[src/rtl/stopwatch_counter_if.sv]
// Control inputs and BCD display outputs of the mm:ss stopwatch.
// The slave side is the counter; the master side drives ticks and switches.
interface stopwatch_counter_if;
  logic       tick1;
  logic       tick2;
  logic       ADJ;
  logic       SEL;
  logic       PAUSE;
  logic [2:0] minT;
  logic [3:0] min0;
  logic [2:0] secT;
  logic [3:0] sec0;
  logic       paused;
  logic       adjusting;

  modport slave (
    input  tick1, tick2, ADJ, SEL, PAUSE,
    output minT, min0, secT, sec0, paused, adjusting
  );

  modport master (
    output tick1, tick2, ADJ, SEL, PAUSE,
    input  minT, min0, secT, sec0, paused, adjusting
  );
endinterface

[src/rtl/stopwatch_counter.sv]
// BCD mm:ss stopwatch with RUN/HOLD/ADJUST modes; digits update on the edge sampling the tick.
// No backpressure: ticks are single-cycle enables and all outputs come straight from registers.
module stopwatch_counter #(
  parameter bit WRAP_EN = 1'b1
) (
  input  logic                 clk,
  input  logic                 RESET_n,
  stopwatch_counter_if.slave   sw
);

  typedef enum logic [1:0] {RUN, HOLD, ADJUST} state_t;

  state_t     r_state;
  state_t     w_state_nxt;
  logic       r_pause_q;
  logic       r_paused;
  logic       r_adjusting;
  logic [2:0] r_minT;
  logic [3:0] r_min0;
  logic [2:0] r_secT;
  logic [3:0] r_sec0;

  logic w_pause_rise;
  logic w_paused_nxt;
  logic w_sec_max;
  logic w_min_max;

  assign w_pause_rise = sw.PAUSE & ~r_pause_q;
  assign w_paused_nxt = r_paused ^ w_pause_rise;
  assign w_sec_max    = (r_secT == 3'd5) && (r_sec0 == 4'd9);
  assign w_min_max    = (r_minT == 3'd5) && (r_min0 == 4'd9);

  // Mode changes use the post-toggle pause value so state and flag move together.
  always_comb begin
    w_state_nxt = r_state;
    case (r_state)
      RUN:     if (sw.ADJ) w_state_nxt = ADJUST;
               else if (w_paused_nxt) w_state_nxt = HOLD;
      HOLD:    if (sw.ADJ) w_state_nxt = ADJUST;
               else if (!w_paused_nxt) w_state_nxt = RUN;
      ADJUST:  if (!sw.ADJ) w_state_nxt = w_paused_nxt ? HOLD : RUN;
      default: w_state_nxt = RUN;
    endcase
  end

  always_ff @(posedge clk) begin
    if (!RESET_n) begin
      r_state     <= RUN;
      r_pause_q   <= 1'b0;
      r_paused    <= 1'b0;
      r_adjusting <= 1'b0;
      r_minT      <= 3'd0;
      r_min0      <= 4'd0;
      r_secT      <= 3'd0;
      r_sec0      <= 4'd0;
    end else begin
      r_state     <= w_state_nxt;
      r_pause_q   <= sw.PAUSE;
      r_paused    <= w_paused_nxt;
      r_adjusting <= (w_state_nxt == ADJUST);

      if (r_state == RUN && sw.tick1) begin
        if (w_sec_max && w_min_max) begin
          if (WRAP_EN) begin
            r_minT <= 3'd0;
            r_min0 <= 4'd0;
            r_secT <= 3'd0;
            r_sec0 <= 4'd0;
          end
        end else if (r_sec0 != 4'd9) begin
          r_sec0 <= r_sec0 + 4'd1;
        end else begin
          r_sec0 <= 4'd0;
          if (r_secT != 3'd5) begin
            r_secT <= r_secT + 3'd1;
          end else begin
            r_secT <= 3'd0;
            if (r_min0 != 4'd9) begin
              r_min0 <= r_min0 + 4'd1;
            end else begin
              r_min0 <= 4'd0;
              r_minT <= r_minT + 3'd1;
            end
          end
        end
      end else if (r_state == ADJUST && sw.tick2) begin
        // Each field wraps on its own; no carry between fields while adjusting.
        if (sw.SEL) begin
          if (r_sec0 != 4'd9) begin
            r_sec0 <= r_sec0 + 4'd1;
          end else begin
            r_sec0 <= 4'd0;
            r_secT <= (r_secT == 3'd5) ? 3'd0 : r_secT + 3'd1;
          end
        end else begin
          if (r_min0 != 4'd9) begin
            r_min0 <= r_min0 + 4'd1;
          end else begin
            r_min0 <= 4'd0;
            r_minT <= (r_minT == 3'd5) ? 3'd0 : r_minT + 3'd1;
          end
        end
      end
    end
  end

  assign sw.minT      = r_minT;
  assign sw.min0      = r_min0;
  assign sw.secT      = r_secT;
  assign sw.sec0      = r_sec0;
  assign sw.paused    = r_paused;
  assign sw.adjusting = r_adjusting;

endmodule
[src/flat_wrapper.sv]
// flat-port wrapper written by rule: the top's interface ports become plain ports
module stopwatch_counter_flat 
#(
  parameter bit WRAP_EN = 1'b1
)
  (clk, RESET_n, sw_tick1, sw_tick2, sw_ADJ, sw_SEL, sw_PAUSE, sw_minT, sw_min0, sw_secT, sw_sec0, sw_paused, sw_adjusting);
  stopwatch_counter_if sw_i ();
  input  logic clk;
  input  logic RESET_n;
  input wire logic [$bits(sw_i.tick1)-1:0] sw_tick1;
  input wire logic [$bits(sw_i.tick2)-1:0] sw_tick2;
  input wire logic [$bits(sw_i.ADJ)-1:0] sw_ADJ;
  input wire logic [$bits(sw_i.SEL)-1:0] sw_SEL;
  input wire logic [$bits(sw_i.PAUSE)-1:0] sw_PAUSE;
  output wire logic [$bits(sw_i.minT)-1:0] sw_minT;
  output wire logic [$bits(sw_i.min0)-1:0] sw_min0;
  output wire logic [$bits(sw_i.secT)-1:0] sw_secT;
  output wire logic [$bits(sw_i.sec0)-1:0] sw_sec0;
  output wire logic [$bits(sw_i.paused)-1:0] sw_paused;
  output wire logic [$bits(sw_i.adjusting)-1:0] sw_adjusting;
  assign sw_i.tick1 = sw_tick1;
  assign sw_i.tick2 = sw_tick2;
  assign sw_i.ADJ = sw_ADJ;
  assign sw_i.SEL = sw_SEL;
  assign sw_i.PAUSE = sw_PAUSE;
  assign sw_minT = sw_i.minT;
  assign sw_min0 = sw_i.min0;
  assign sw_secT = sw_i.secT;
  assign sw_sec0 = sw_i.sec0;
  assign sw_paused = sw_i.paused;
  assign sw_adjusting = sw_i.adjusting;
  stopwatch_counter #(.WRAP_EN(WRAP_EN)) u_core (.clk(clk), .RESET_n(RESET_n), .sw(sw_i));
endmodule
[config.mk]
export PLATFORM = sky130hd
export DESIGN_NAME = stopwatch_counter_flat
export DESIGN_NICKNAME = d
export VERILOG_FILES = /design/src/rtl/stopwatch_counter_if.sv /design/src/rtl/stopwatch_counter.sv /design/src/flat_wrapper.sv
export SDC_FILE = /design/constraint.sdc
export NUM_CORES = 1
export LEC_CHECK = 0
export ABC_CLOCK_PERIOD_IN_PS = 1600
export CAP_MARGIN = 20
export CORE_ASPECT_RATIO = 1.2
export CORE_MARGIN = 1.5
export CORE_UTILIZATION = 44
export CTS_CLUSTER_DIAMETER = 40
export DETAILED_ROUTE_END_ITERATION = 8
export PLACE_DENSITY = 0.81
export SYNTH_ARGS = -nofsm -noshare
export SYNTH_HDL_FRONTEND = slang
export SYNTH_SLANG_ARGS = --single-unit
[constraint.sdc]
create_clock -name clk -period 1.6 [get_ports clk]
set_input_delay 0.16 -clock clk [delete_from_list [all_inputs] [get_ports clk]]
set_output_delay 0.16 -clock clk [all_outputs]
set_load 0.05 [all_outputs]
==> run metrics <==
worst rel slew slack between 70% and 80%; Min-Delay Path Class input pin to register; Max stage delay on crit path between 0.4 and 0.5 ns; DIE WIDTH about 47 um; Global Route Usage Sum 20.3%; Setup CP Type register to register; sequential area share after synthesis between 30% and 40%; DR vias 970; Final Hold Fails 0; Fin Clk Skew 0.00417 ns; DRT antenna net count 0; CP delay by family, top simple AND/OR/NAND/NOR gates; final core utilization between 60 and 70%; Worst-Margin Slew around 0.33 ns; FF/Latch Area a little under 400 um^2; CP arrival around 1.8 ns; post-synthesis area per instance 9.31 um^2; Switching Share ~29%; Comb power frac roughly a fifth; initial core utilization between 40% and 50%; sw power 275 uW; Ant. Diodes 0; #FFs+latches synth 19; Critical-path top delay cell o41ai_4; hold_ws 0.455 ns; Area after DPL ~1300 um^2; Post-Syn Instances between 100 and 150; Cell variety after synth 36; Tmin final roughly 1.6 ns; die area about 2600 um^2; wire length per cell around 13 um; largest net degree at the start of global routing 11; Top FF cell, synth dfxtp_1; Cell Rows 18; commonest non-fill, non-tap cell in the layout buf_4; Max VDD drop 0.603 mV; initial antenna violation count 0; core area between 2000 and 2500 um^2; ys async rst share 0%; crit-path cells buf_4 -> or3b_4 -> o41ai_4 -> nor2_1; fin crit share a little over nine tenths; WP data required ~1.8 ns; Max Clk Rate between 600 and 700 MHz; IO Pins 23; Sink Count 19; Clk pin slew, worst setup/hold paths around 0.10 ns; Worst-Skew Late Latency 0.30 ns; Area Growth Syn to Fin 42.3%; Tot Pwr 951 uW; most frequent cells in the layout buf_4 (34), nor2_1 (10), dfxtp_1 (9), dfxtp_2 (8), inv_1 (7); global-route wire length before repair 3970 um; via density per instance about 5.4; first-pass iteration count of the detailed router 5; Die H about 56 um; area fraction of the dominant cell type after synthesis 37.5%; RSZ-0062 raised after global routing true; Max Cap Viol 0; CTS tree done; largest area contributor in the netlist dfxtp_1; maximum fanout along the worst path 6; detailed placement HPWL roughly 1800 um; grt met1 use 24.3%; P_int slightly below 700 uW; DRT Wirelength between 2000 and 2500 um; share of layout cells above drive strength 1 around two fifths; GRT met2 Usage 34.4%; critical path endpoint category register; EDFF count, synth 0; grt ovf 0; Root Buffer clkbuf_4; status completed; Port-buffer cells 22; LEAKAGE about 0.59 nW; fin. max-slew vios 0; CTS Buf Count 3; Syn. warnings 0; Mapped Area 1010 um^2; CP startpoint kind register; Seq pwr share between 50% and 60%; clock buffer depth 2; Worst Path Buf+Inv 1; PwrDens 659 nW/um^2; Syn Nets between 100 and 150; vias in the first global route slightly above 900; clock power share between 20% and 30%; Final #Nets ~160; post-route cell area approximately 1400 um^2; DRC 0; FILL cells between 150 and 200; busiest grt layer met2; routability congestion estimate roughly 0.74; top post-synthesis cells by area dfxtp_1 (37%), ha_1 (7.4%), xnor2_1 (4.3%); Final setup viols 0; area of the multi-input gates 637 um^2; H-tree Lvls 1; grt met3 use approximately 2.3%; DRT iter0 DRCs 10
[cell type report]
cell class / instances / share of cell area (%)
inverters: 8 / 2.08
flip-flops and latches: 19 / 27.6
well taps: 30 / 2.60
clock buffers: 4 / 1.82
repair buffers: 40 / 21.8
multi-input cells: 78 / 44.1
[layer usage]
metal  vias to the layer above  routed length, um
li1                        472                  -
met1                       475                930
met2                        18               1280
met3                         5                 67
met4                         0                 42
met5                         -                  0
[Yosys cell counts, types with 2 or more instances]
master,instances
a21boi_0,2
a211oi_1,4
nand3b_1,5
and3b_1,2
nor2_1,10
ha_1,6
clkbuf_1,2
xnor2_1,5
a21oi_1,6
o211ai_1,3
nand3_1,2
nand2_1,6
nand2b_1,4
dfxtp_1,19
o21ai_0,3
nor2b_1,2
inv_1,8
a31oi_1,2
[path summary, 6_finish.rpt]
check / from / slack [ns] / to / depth (start not counted)
setup reg to reg: u_core.r_state[0]$_SDFF_PN0_ / 0.04 / u_core.sw.secT[0]$_SDFFE_PN0P_ / 4
setup / recovery: u_core.r_state[0]$_SDFF_PN0_ / 0.04 / u_core.sw.secT[0]$_SDFFE_PN0P_ / 4
hold reg to reg: u_core.sw.secT[2]$_SDFFE_PN0P_ / 0.50 / u_core.sw.secT[2]$_SDFFE_PN0P_ / 2
hold / removal: sw_PAUSE / 0.45 / u_core.r_pause_q$_SDFF_PN0_ / 2
[flip-flops by register name, indices dropped and copies added (netlist names)]
signal	flops
u_core.sw.min0	4
u_core.sw.paused	1
u_core.sw.sec0	4
u_core.sw.adjusting	1
u_core.r_state	2
u_core.r_pause_q	1
u_core.sw.minT	3
u_core.sw.secT	3
[power groups by stage]
stage / Clock [mW] / Combinational [mW] / Sequential [mW]
global route: 0.270 / 0.218 / 0.511
CTS: 0.255 / 0.189 / 0.505
finish: 0.245 / 0.198 / 0.508
detailed placement: 0 / 0.183 / 0.516
global placement: 0 / 0.177 / 0.515
floorplan: 0 / 0.0639 / 0.562
[through the flow]
stage | cells | TNS [ns] | worst slack [ns]
finish | 179 | 0 | 0.0428
global route | 179 | -0.0589 | -0.0218
CTS | 178 | 0 | 0.00218
detailed placement | 172 | -1.85 | -0.241
global placement | 172 | -1.37 | -0.190
floorplan | 109 | -0.0991 | -0.0572
[worst reg2reg max path: cells and delay by family, from the launching register on]
family,cells,cell delay [ns]
simple gates,2,0.49
compound gates,1,0.42
flops,1,0.37
buf+inv,1,0.17
[cell families (layout without fill, tap and decap cells)]
group,count (synthesis),count (layout),share of synthesized area (%)
and+or+nand+nor,38,38,22.6
AOI/OAI and AO/OA,27,27,21.1
DFF,19,19,37.5
buffers and inverters,12,52,5.30
adders and majority gates,6,6,7.40
xor gates and xnor gates,6,6,5.18
muxes,1,1,0.986
[what timing repair did]
item                                    4_1_cts  5_1_grt
gates resized for setup                       5        7
setup buffers                                 2        1
endpoints found under the setup margin        7        9
hold endpoints to repair                      0        0
pin swaps                                     4        5
hold buffers                                  0        0
(Power assumes the default switching activity.)
